$ cat config.mk
export PLATFORM = sky130hd
export DESIGN_NAME = mcycle_ctrl
export DESIGN_NICKNAME = d
export VERILOG_FILES = /design/src/rtl/mcpu_pkg.sv /design/src/rtl/mcycle_decode.sv /design/src/rtl/mcycle_ctrl.sv
export SDC_FILE = /design/constraint.sdc
export NUM_CORES = 1
export LEC_CHECK = 0
export ABC_AREA = 0
export CAP_MARGIN = 10
export CORE_MARGIN = 10
export CORE_UTILIZATION = 34
export DETAILED_ROUTE_END_ITERATION = 16
export PLACE_DENSITY = 0.85
export SLEW_MARGIN = 20
export SYNTH_ARGS = -nofsm -noshare
export SYNTH_HDL_FRONTEND = slang
export SYNTH_HIERARCHICAL = 1
export SYNTH_SLANG_ARGS = --single-unit
export TNS_END_PERCENT = 1
$ cat constraint.sdc
create_clock -name clk -period 2.2 [get_ports clk]
set_input_delay 0.44 -clock clk [delete_from_list [all_inputs] [get_ports clk]]
set_output_delay 0.44 -clock clk [all_outputs]
set_load 0.02 [all_outputs]
$ cat src/rtl/mcpu_pkg.sv
// Shared encodings for the multi-cycle CPU controller:
// states, opcodes, funct codes, ALU ops and mux selects.
package mcpu_pkg;

   typedef enum logic [2:0] {
      S_IF  = 3'b000,
      S_ID  = 3'b001,
      S_EXE = 3'b010,
      S_MEM = 3'b011,
      S_WB  = 3'b100
   } state_t;

   localparam logic [5:0] OP_R    = 6'b000000;
   localparam logic [5:0] OP_J    = 6'b000010;
   localparam logic [5:0] OP_JAL  = 6'b000011;
   localparam logic [5:0] OP_BEQ  = 6'b000100;
   localparam logic [5:0] OP_BNE  = 6'b000101;
   localparam logic [5:0] OP_ADDI = 6'b001000;
   localparam logic [5:0] OP_ANDI = 6'b001100;
   localparam logic [5:0] OP_ORI  = 6'b001101;
   localparam logic [5:0] OP_LUI  = 6'b001111;
   localparam logic [5:0] OP_LW   = 6'b100011;
   localparam logic [5:0] OP_SW   = 6'b101011;

   localparam logic [5:0] FN_ADD = 6'b100000;
   localparam logic [5:0] FN_SUB = 6'b100010;
   localparam logic [5:0] FN_AND = 6'b100100;
   localparam logic [5:0] FN_OR  = 6'b100101;
   localparam logic [5:0] FN_SLT = 6'b101010;
   localparam logic [5:0] FN_JR  = 6'b001000;

   localparam logic [3:0] ALU_ADD = 4'b0000;
   localparam logic [3:0] ALU_SUB = 4'b0100;
   localparam logic [3:0] ALU_AND = 4'b0001;
   localparam logic [3:0] ALU_OR  = 4'b0101;
   localparam logic [3:0] ALU_SLT = 4'b1011;
   localparam logic [3:0] ALU_LUI = 4'b0110;

   localparam logic [1:0] PC_SEQ = 2'b00;
   localparam logic [1:0] PC_BR  = 2'b01;
   localparam logic [1:0] PC_RS  = 2'b10;
   localparam logic [1:0] PC_JMP = 2'b11;

   localparam logic [1:0] B_RT  = 2'b00;
   localparam logic [1:0] B_4   = 2'b01;
   localparam logic [1:0] B_IMM = 2'b10;
   localparam logic [1:0] B_BR  = 2'b11;

   typedef struct packed {
      logic rtype;
      logic ialu;
      logic lw;
      logic sw;
      logic br;
      logic j;
      logic jal;
      logic jr;
      logic illegal;
   } iclass_t;

   function automatic logic [3:0] alu_r(input logic [5:0] f);
      case (f)
         FN_SUB:  return ALU_SUB;
         FN_AND:  return ALU_AND;
         FN_OR:   return ALU_OR;
         FN_SLT:  return ALU_SLT;
         default: return ALU_ADD;
      endcase
   endfunction

   function automatic logic [3:0] alu_i(input logic [5:0] o);
      case (o)
         OP_ANDI: return ALU_AND;
         OP_ORI:  return ALU_OR;
         OP_LUI:  return ALU_LUI;
         default: return ALU_ADD;
      endcase
   endfunction

endpackage

$ cat src/rtl/mcycle_decode.sv
// Opcode/funct to one-hot instruction class.
// Anything not recognised is flagged illegal.
module mcycle_decode
   import mcpu_pkg::*;
(
   input  logic [5:0] op,
   input  logic [5:0] func,
   output iclass_t    cls
);

   // classify the instruction held in the IR
   always_comb begin
      cls = '0;
      case (op)
         OP_R: begin
            case (func)
               FN_ADD, FN_SUB, FN_AND,
               FN_OR, FN_SLT: cls.rtype = 1'b1;
               FN_JR:         cls.jr = 1'b1;
               default:       cls.illegal = 1'b1;
            endcase
         end
         OP_ADDI, OP_ANDI,
         OP_ORI, OP_LUI:  cls.ialu = 1'b1;
         OP_LW:           cls.lw = 1'b1;
         OP_SW:           cls.sw = 1'b1;
         OP_BEQ, OP_BNE:  cls.br = 1'b1;
         OP_J:            cls.j = 1'b1;
         OP_JAL:          cls.jal = 1'b1;
         default:         cls.illegal = 1'b1;
      endcase
   end

endmodule

$ cat src/rtl/mcycle_ctrl.sv
// Multi-cycle CPU control FSM: IF/ID/EXE/MEM/WB
// sequencing and per-state datapath control.
module mcycle_ctrl
   import mcpu_pkg::*;
(
   input  logic       clk,
   input  logic       rst,
   input  logic [5:0] op,
   input  logic [5:0] func,
   input  logic       zero,
   output logic       wpc,
   output logic       wir,
   output logic       wmem,
   output logic       wreg,
   output logic       iord,
   output logic [1:0] pcsrc,
   output logic       alusrca,
   output logic [1:0] alusrcb,
   output logic [3:0] aluc,
   output logic       sext,
   output logic       m2reg,
   output logic       regrt,
   output logic       jal,
   output logic [2:0] state
);

   state_t  st, nxt;
   iclass_t cls;
   logic    wpc_c, wir_c, wmem_c, wreg_c;

   mcycle_decode u_dec (
      .op   (op),
      .func (func),
      .cls  (cls)
   );

   // state register; reset wins over any transition
   always_ff @(posedge clk) begin
      if (rst) st <= S_IF;
      else     st <= nxt;
   end

   // next state and control outputs for the current state
   always_comb begin
      nxt     = S_IF;
      wpc_c   = 1'b0;
      wir_c   = 1'b0;
      wmem_c  = 1'b0;
      wreg_c  = 1'b0;
      iord    = 1'b0;
      pcsrc   = PC_SEQ;
      alusrca = 1'b0;
      alusrcb = B_RT;
      aluc    = ALU_ADD;
      sext    = 1'b0;
      m2reg   = 1'b0;
      regrt   = 1'b0;
      jal     = 1'b0;
      case (st)
         S_IF: begin
            wir_c   = 1'b1;
            wpc_c   = 1'b1;
            alusrcb = B_4;
            nxt     = S_ID;
         end
         S_ID: begin
            alusrcb = B_BR;
            nxt     = S_EXE;
            unique case (1'b1)
               cls.j: begin
                  wpc_c = 1'b1;
                  pcsrc = PC_JMP;
                  nxt   = S_IF;
               end
               cls.jal: begin
                  wpc_c  = 1'b1;
                  pcsrc  = PC_JMP;
                  wreg_c = 1'b1;
                  jal    = 1'b1;
                  nxt    = S_IF;
               end
               cls.jr: begin
                  wpc_c = 1'b1;
                  pcsrc = PC_RS;
                  nxt   = S_IF;
               end
               cls.illegal: nxt = S_IF;
               default: ;
            endcase
         end
         S_EXE: begin
            alusrca = 1'b1;
            unique case (1'b1)
               cls.rtype: begin
                  aluc = alu_r(func);
                  nxt  = S_WB;
               end
               cls.ialu: begin
                  alusrcb = B_IMM;
                  sext    = (op == OP_ADDI);
                  aluc    = alu_i(op);
                  nxt     = S_WB;
               end
               cls.lw, cls.sw: begin
                  alusrcb = B_IMM;
                  sext    = 1'b1;
                  nxt     = S_MEM;
               end
               cls.br: begin
                  aluc  = ALU_SUB;
                  pcsrc = PC_BR;
                  wpc_c = op[0] ? ~zero : zero;
               end
               default: ;
            endcase
         end
         S_MEM: begin
            iord = 1'b1;
            if (cls.sw) wmem_c = 1'b1;
            if (cls.lw) nxt = S_WB;
         end
         S_WB: begin
            wreg_c = 1'b1;
            iord   = cls.lw;
            m2reg  = cls.lw;
            regrt  = cls.lw | cls.ialu;
         end
         default: ;
      endcase
   end

   assign wpc   = wpc_c & ~rst;
   assign wir   = wir_c & ~rst;
   assign wmem  = wmem_c & ~rst;
   assign wreg  = wreg_c & ~rst;
   assign state = st;

endmodule

==> summary.md, run 1 <==
| Metric | Value |
|---|---|
| Status | `complete, but fails checks` |
| Failing checks | `setup timing` |
| Slew Viols, Final | `0` |
| Post-synth cell types | `42` |
| Gr usage total | `0.149` |
| Die W | `around 64 µm` |
| Fin. Hold Viols | `0` |
| Hold buffers post-CTS | `0` |
| Sequential fraction of the synthesis area | `0.0913` |
| Mux cell area share after synthesis | `0.0399` |
| Core Region | `about 1800 µm²` |
| Worst-path fanout max | `3` |
| Die area | `4100 µm²` |
| Setup CP Type | `in -> out` |
| Initial antenna violation count | `0` |
| Most used cell, CP | `buf_6` |
| Post-synthesis adder-cell area fraction | `0` |
| Io pins | `36` |
| Clock root cell | `clkbuf_4` |
| Grt ovf | `0` |
| Gr busiest metal | `met2` |
| Number of flops mapped to enable cells by yosys | `0` |
| P&R area growth vs syn | `104%` |
| Cell Chain, Critical Path | `buf_6 > mux2_4 > or4b_4 > nor2_4 > and3b_2 > o211ai_1 > a21oi_2 > buf_6` |
| Hold path start | `state[0]$_SDFF_PP0_` |
| Ant diodes | `0` |
| Leakage | `around 0.62 nW` |
| Complex-gate fraction of the synthesized area | `0.272` |
| WL/cell | `~17 µm` |
| Insertion delay to the later sink of the worst-skew pair | `0.22 ns` |
| Setup crit end kind | `output port` |
| Share of cells above drive strength 1 | `0.560` |
| Drt total wl | `approximately 3.2 mm` |
| Syn_area_per_cell | `6.86 µm²` |
| Post-synthesis simple-gate area fraction | `0.525` |
| Cells after Synth | `96` |
| Most used DFF post-synth | `dfxtp_1` |
| Synth async-reset ratio | `0` |
| Via Count | `between 1,000 and 1,500` |
| Startpoint Class | `input port` |
| Vias per cell | `around 5.6` |
| CP max-delay cell | `or4b_4` |
| CP Data Required Time | `between 1.5 and 2 ns` |
| Maximum buffer depth of the clock tree | `2` |
| CP bufs+invs | `2` |
| Period minus WS final | `roughly 2.5 ns` |
| Max capacitance violation total | `0` |
| Nets@finish | `182` |
| Hold path endpoint | `state[0]$_SDFF_PP0_` |
| Synthesized area | `~660 µm²` |
| Total CTS buffers | `3` |
| DIE HEIGHT | `between 60 and 70 µm` |
| Tcrit/Tclk final | `1.13` |
| RSZ-0062 raised after global routing | `true` |
| Clock sink count | `3` |
| Post-synthesis xor/xnor area fraction | `0.0133` |
| PnR worst setup slack | `-0.290 ns` |
| Initial DRC Count | `32` |
| Worst Hold Depth | `1` |
| TNS Setup | `-1.39 ns` |
| Ys Warns | `6` |
| Post-route design area | `~1300 µm²` |
| Skew final | `0.000466 ns` |
| Worst slack, placed | `-1.21 ns` |
| Endpoints failing setup | `8` |
| Placer congestion estimate | `between 0.9 and 1` |
| Max reg flops | `3` |
| Post-detail-place hpwl | `2.51 mm` |
| Synth Register Bits | `3` |
| First-pass GRT wire length | `approximately 5.1 mm` |
| Met3 Use GR | `0.0174` |
| Worst-path clk slew | `around 0.03 ns` |
| R2R Path End | `state[2]$_SDFF_PP0_` |
| Fmax | `roughly 400 MHz` |
| Largest net degree at the start of global routing | `10` |
| I/O Buffers | `35` |
| Worst IR Drop VDD | `0.270 mV` |
| Reg-to-Reg Start | `state[2]$_SDFF_PP0_` |
| Vias in the first global route | `about 1,100` |
| Starting density of the core | `0.369` |
| Min-Delay Path Class | `reg -> reg` |
| M1 GR Usage | `0.168` |
| R2R cell count | `4` |
| Register-to-register setup slack | `between 1 and 1.5 ns` |
| Critical path arrival | `2.05 ns` |
| Cell Area, Placed | `1270 µm²` |
| Routed Antenna Nets | `0` |
| Worst-Margin Slew | `roughly 0.33 ns` |
| Grt met2 use | `0.269` |
| DR pass1 iterations | `4` |
| Htree depth | `1` |
| Main combinational cell family by area after synthesis | `simple AND/OR/NAND/NOR gates` |
| Row cnt | `15` |
| Nets in the synthesized netlist | `~110` |
| Pwr Density | `229 nW/µm²` |
| Delay-heaviest family, CP | `simple AND/OR/NAND/NOR gates` |
| Slew margin rel. | `0.774` |
| CTS tree | `done` |
| Slowest stage delay, CP | `between 0.5 and 0.6 ns` |
| DRC viols | `0` |
==> power breakdown <==
group	switching, mW	internal [mW]	leakage [nW]
Clock	0.0243	0.0677	0.0150
Combinational	0.0755	0.0793	0.581
Sequential	0.00452	0.0569	0.0250
==> timing repair <==
action / CTS / global route
buffers inserted: 1 / 2
hold endpoints to repair: 0 / 0
resized for setup: 112 / 21
pin swaps: 10 / 15
endpoints found under the setup margin: 17 / 16
==> Yosys cell counts (2+ instances only) <==
cell type  number  area [µm²]
nand2b_1        2        12.5
nor3_1          3        15.0
o21ai_0         3        15.0
dfxtp_1         3        60.1
a21oi_1        10        50.1
o31ai_1         2        15.0
and3b_1         2        17.5
nand2_1         9        33.8
o21bai_1        2        15.0
nor4_1          3        18.8
nand4_1         2        12.5
nor3b_1         6        45.0
inv_1           3        11.3
nor2b_1         2        12.5
and3_1          4        25.0
nor2_1         12        45.0
o21a_1          3        22.5
==> cell families after synthesis <==
group           count (synthesis)
compound gates                 27
simple gates                   56
mux                             2
xor+xnor                        1
flops                           3
buf+inv                         7
==> routing by layer <==
layer  vias up  part of all wire  wire [µm]
li1        495                 -          -
met1       504              0.38       1230
met2        49              0.51       1670
met3        18             0.053        172
met4         0             0.054        176
met5         -                 0          0
==> worst max path at each step <==
stage / from / to / slack [ns] / cells after the start
after floorplan: func[2] / aluc[3] / -0.15 / 6
after global placement: func[2] / aluc[0] / -1.13 / 8
after detailed placement: func[2] / aluc[0] / -1.21 / 8
after CTS: func[2] / aluc[2] / -0.34 / 8
after global routing: func[2] / aluc[2] / -0.35 / 8
final: func[2] / aluc[2] / -0.29 / 8
==> stage by stage <==
step / power [mW] / cells / hold slack, ns / util
after detailed placement: 0.213 / 184 / 0.612 / 0.710
final: 0.308 / 191 / 0.616 / 0.754
after global placement: 0.207 / 184 / 0.586 / 0.710
after floorplan: 0.117 / 96 / 0.509 / -
after CTS: 0.305 / 189 / 0.617 / 0.731
after global routing: 0.336 / 191 / 0.642 / 0.754
==> final cells by class <==
class                   count  area (µm²)
inverters                   4        15.0
flip-flops and latches      3        61.3
clock buffers               4        26.3
fillers                   130         438
well taps                  25        31.3
multi-input cells          86         664
repair buffers             69         547
==> layout by cell type (no fill, tap or decap), types with 2 or more instances in the layout <==
master,n
nor2b_2,2
dlygate4sd2_1,3
buf_6,4
nor4_2,2
o21ai_0,2
o21bai_1,2
inv_1,3
nor2_1,8
nor2_4,3
nand2_1,9
clkbuf_4,3
nor3_2,4
and3_4,2
o21a_1,3
a21oi_1,5
clkdlybuf4s50_1,6
dfxtp_1,2
buf_4,44
a21oi_2,6
and3_1,2
nor3b_1,5
clkbuf_2,4
dlymetal6s2s_1,2
clkdlybuf4s15_1,2
nand2b_1,2
nand4_1,2
buf_2,4
Note: power is estimated with default switching activity, not from simulation.
==> run 2: changes to the inputs <==
--- a/config.mk
+++ b/config.mk
@@ -5,12 +5,12 @@
 export SDC_FILE = /design/constraint.sdc
 export NUM_CORES = 1
 export LEC_CHECK = 0
-export ABC_AREA = 0
 export CAP_MARGIN = 10
 export CORE_MARGIN = 10
 export CORE_UTILIZATION = 34
 export DETAILED_ROUTE_END_ITERATION = 16
 export PLACE_DENSITY = 0.85
+export RECOVER_POWER = 25
 export SLEW_MARGIN = 20
 export SYNTH_ARGS = -nofsm -noshare
 export SYNTH_HDL_FRONTEND = slang
==> run 2 against run 1 <==
Compared with the run above: the flow still finishes with violations (setup timing); critical endpoint unchanged; combinational power about the same; first-iteration DRC count did not move; flip-flop and latch count did not move; critical path type unchanged; routed wire length did not move.
==> summary.md, run 2 (synthesized netlist as in run 1, its figures left out) <==
| Metric | Value |
|---|---|
| Status | `complete, but fails checks (unchanged)` |
| Failing checks | `setup timing (unchanged)` |
| PnR worst setup slack | `-0.290 ns (unchanged)` |
| Clock root cell | `clkbuf_4 (unchanged)` |
| Worst slack, placed | `-1.21 ns (unchanged)` |
| Total CTS buffers | `3 (unchanged)` |
| Metal2 WL | `1.67 mm (unchanged)` |
| CTS tree | `done (unchanged)` |
| DR top layer | `met4 (unchanged)` |
| Met1 WL | `1.23 mm (about the same)` |
| Clock sink count | `3 (unchanged)` |
| Util after Layout | `0.754 (unchanged)` |
| Hold buffers post-CTS | `0 (unchanged)` |
| Pwr Density | `229 nW/µm² (about the same)` |
| Most common library cell in the layout ignoring fill and taps | `buf_4 (unchanged)` |
| WL/cell | `17.0 µm (unchanged)` |
| WL met3 | `166 µm (was 172 µm)` |
| First-pass GRT wire length | `5.13 mm (unchanged)` |
| Post-detail-place hpwl | `2.51 mm (unchanged)` |
| I/O Buffers | `35 (unchanged)` |
| Die area | `4100 µm² (unchanged)` |
| Endpoints failing setup | `10 (was 8)` |
| Startpoint Class | `input port (unchanged)` |
| Fmax | `402 MHz (unchanged)` |
| Nets@finish | `182 (unchanged)` |
| Placer congestion estimate | `0.910 (unchanged)` |
| Ant diodes | `0 (unchanged)` |
| Io pins | `36 (unchanged)` |
| Worst IR Drop VDD | `0.270 mV (about the same)` |
| Die W | `64.0 µm (unchanged)` |
| CP Data Required Time | `1.76 ns (about the same)` |
| DRC viols | `0 (unchanged)` |
| Vias in the first global route | `1,066 (unchanged)` |
| Vias per cell | `5.58 (unchanged)` |
| Cell Area, Placed | `1270 µm² (unchanged)` |
| Setup crit end kind | `output port (unchanged)` |
| Worst-path clk slew | `0.03 ns (about the same)` |
| Core Region | `1780 µm² (unchanged)` |
| DR pass1 iterations | `4 (unchanged)` |
| DIE HEIGHT | `64.0 µm (unchanged)` |
| Period minus WS final | `2.49 ns (unchanged)` |
| Slew Viols, Final | `0 (unchanged)` |
| Starting density of the core | `0.369 (unchanged)` |
| Largest net degree at the start of global routing | `10 (unchanged)` |
| P&R area growth vs syn | `104% (unchanged)` |
| Routed Antenna Nets | `0 (unchanged)` |
| RSZ-0062 raised after global routing | `true (unchanged)` |
| Placed Cells | `184 (unchanged)` |
| Row cnt | `15 (unchanged)` |
| Tot Pwr | `308 µW (about the same)` |
| Initial antenna violation count | `0 (unchanged)` |
| Gr usage total | `0.149 (unchanged)` |
| Skew final | `0.000466 ns (unchanged)` |
| Critical path arrival | `2.05 ns (about the same)` |
| Fin. Hold Viols | `0 (unchanged)` |
| Min-Delay Path Class | `reg -> reg (unchanged)` |
| Setup CP Type | `in -> out (unchanged)` |
| Insertion delay to the later sink of the worst-skew pair | `0.22 ns (about the same)` |
| Maximum buffer depth of the clock tree | `2 (unchanged)` |
| Drt total wl | `3.24 mm (unchanged)` |
| Grt ovf | `0 (unchanged)` |
| Worst-Margin Slew | `0.334 ns (unchanged)` |
| Post-route design area | `1350 µm² (unchanged)` |
| Post-route insts no fill | `191 (unchanged)` |
| Via Count | `1,066 (unchanged)` |
| Tcrit/Tclk final | `1.13 (unchanged)` |
| Most frequent cells in the layout | `buf_4 (44), nand2_1 (9), nor2_1 (8), a21oi_2 (6), clkdlybuf4s50_1 (6) (unchanged)` |
| Htree depth | `1 (unchanged)` |
| Leakage | `0.620 nW (was 0.621 nW)` |
| Max reg flops | `3 (unchanged)` |
| Worst-path fanout max | `3 (unchanged)` |
| Share of cells above drive strength 1 | `0.560 (unchanged)` |
| Initial DRC Count | `32 (unchanged)` |
| Slew margin rel. | `0.774 (unchanged)` |
| Max capacitance violation total | `0 (unchanged)` |
## run 2: changes by cell type in the layout (fill, tap and decap cells not counted)
cell | previous run | this run
clkdlybuf4s25_1 | 0 | 1
clkdlybuf4s15_1 | 2 | 1
## run 2: path summary, 6_finish.rpt
| kind | startpoint | endpoint | slack, ns | cells past startpoint |
|---|---|---|---|---|
| worst max-delay path | func[2] | aluc[2] | -0.29 | 8 |
| worst max register to register | state[2]$_SDFF_PP0_ | state[2]$_SDFF_PP0_ | 1.02 | 4 |
| worst min register to register | state[0]$_SDFF_PP0_ | state[0]$_SDFF_PP0_ | 0.62 | 1 |
| worst min-delay path | state[0]$_SDFF_PP0_ | state[0]$_SDFF_PP0_ | 0.62 | 1 |
## run 2: per-layer routing
metal  up-vias  track usage
met2        49        0.269
li1        495            -
met3        18       0.0174
met1       504        0.168
met5         -            0
met4         0       0.0683
## run 2: cell type report
type	count	area [µm²]
Tap cell	25	31.3
Clock buffer	4	26.3
Fill cell	130	438
Sequential cell	3	61.3
Timing Repair Buffer	69	547
Inverter	4	15.0
Multi-Input combinational cell	86	664
## run 2: per-stage QoR
step,hold slack [ns],TNS (ns)
after floorplan,0.509,-0.586
after global placement,0.586,-12.75
after detailed placement,0.612,-13.99
after CTS,0.617,-2.80
after global routing,0.642,-2.15
final,0.616,-1.43
## run 2: critical path: stages
cell and delay, ns:
buf_6 0.09, mux2_4 0.29, or4b_4 0.51, nor2_4 0.11, and3b_2 0.21, o211ai_1 0.10
a21oi_2 0.16, buf_6 0.14
## run 2: power by group
part           switching (mW)  internal (mW)  total [mW]
combinational          0.0755         0.0795       0.155
sequential            0.00452         0.0569      0.0614
clock                  0.0243         0.0677      0.0920
## run 2: repair_timing
| action | 4_1_cts | 5_1_grt |
|---|---|---|
| pin swaps | 10 | 15 |
| setup endpoints to repair | 17 | 16 |
| gates resized for setup | 112 | 21 |
| setup buffers | 1 | 2 |
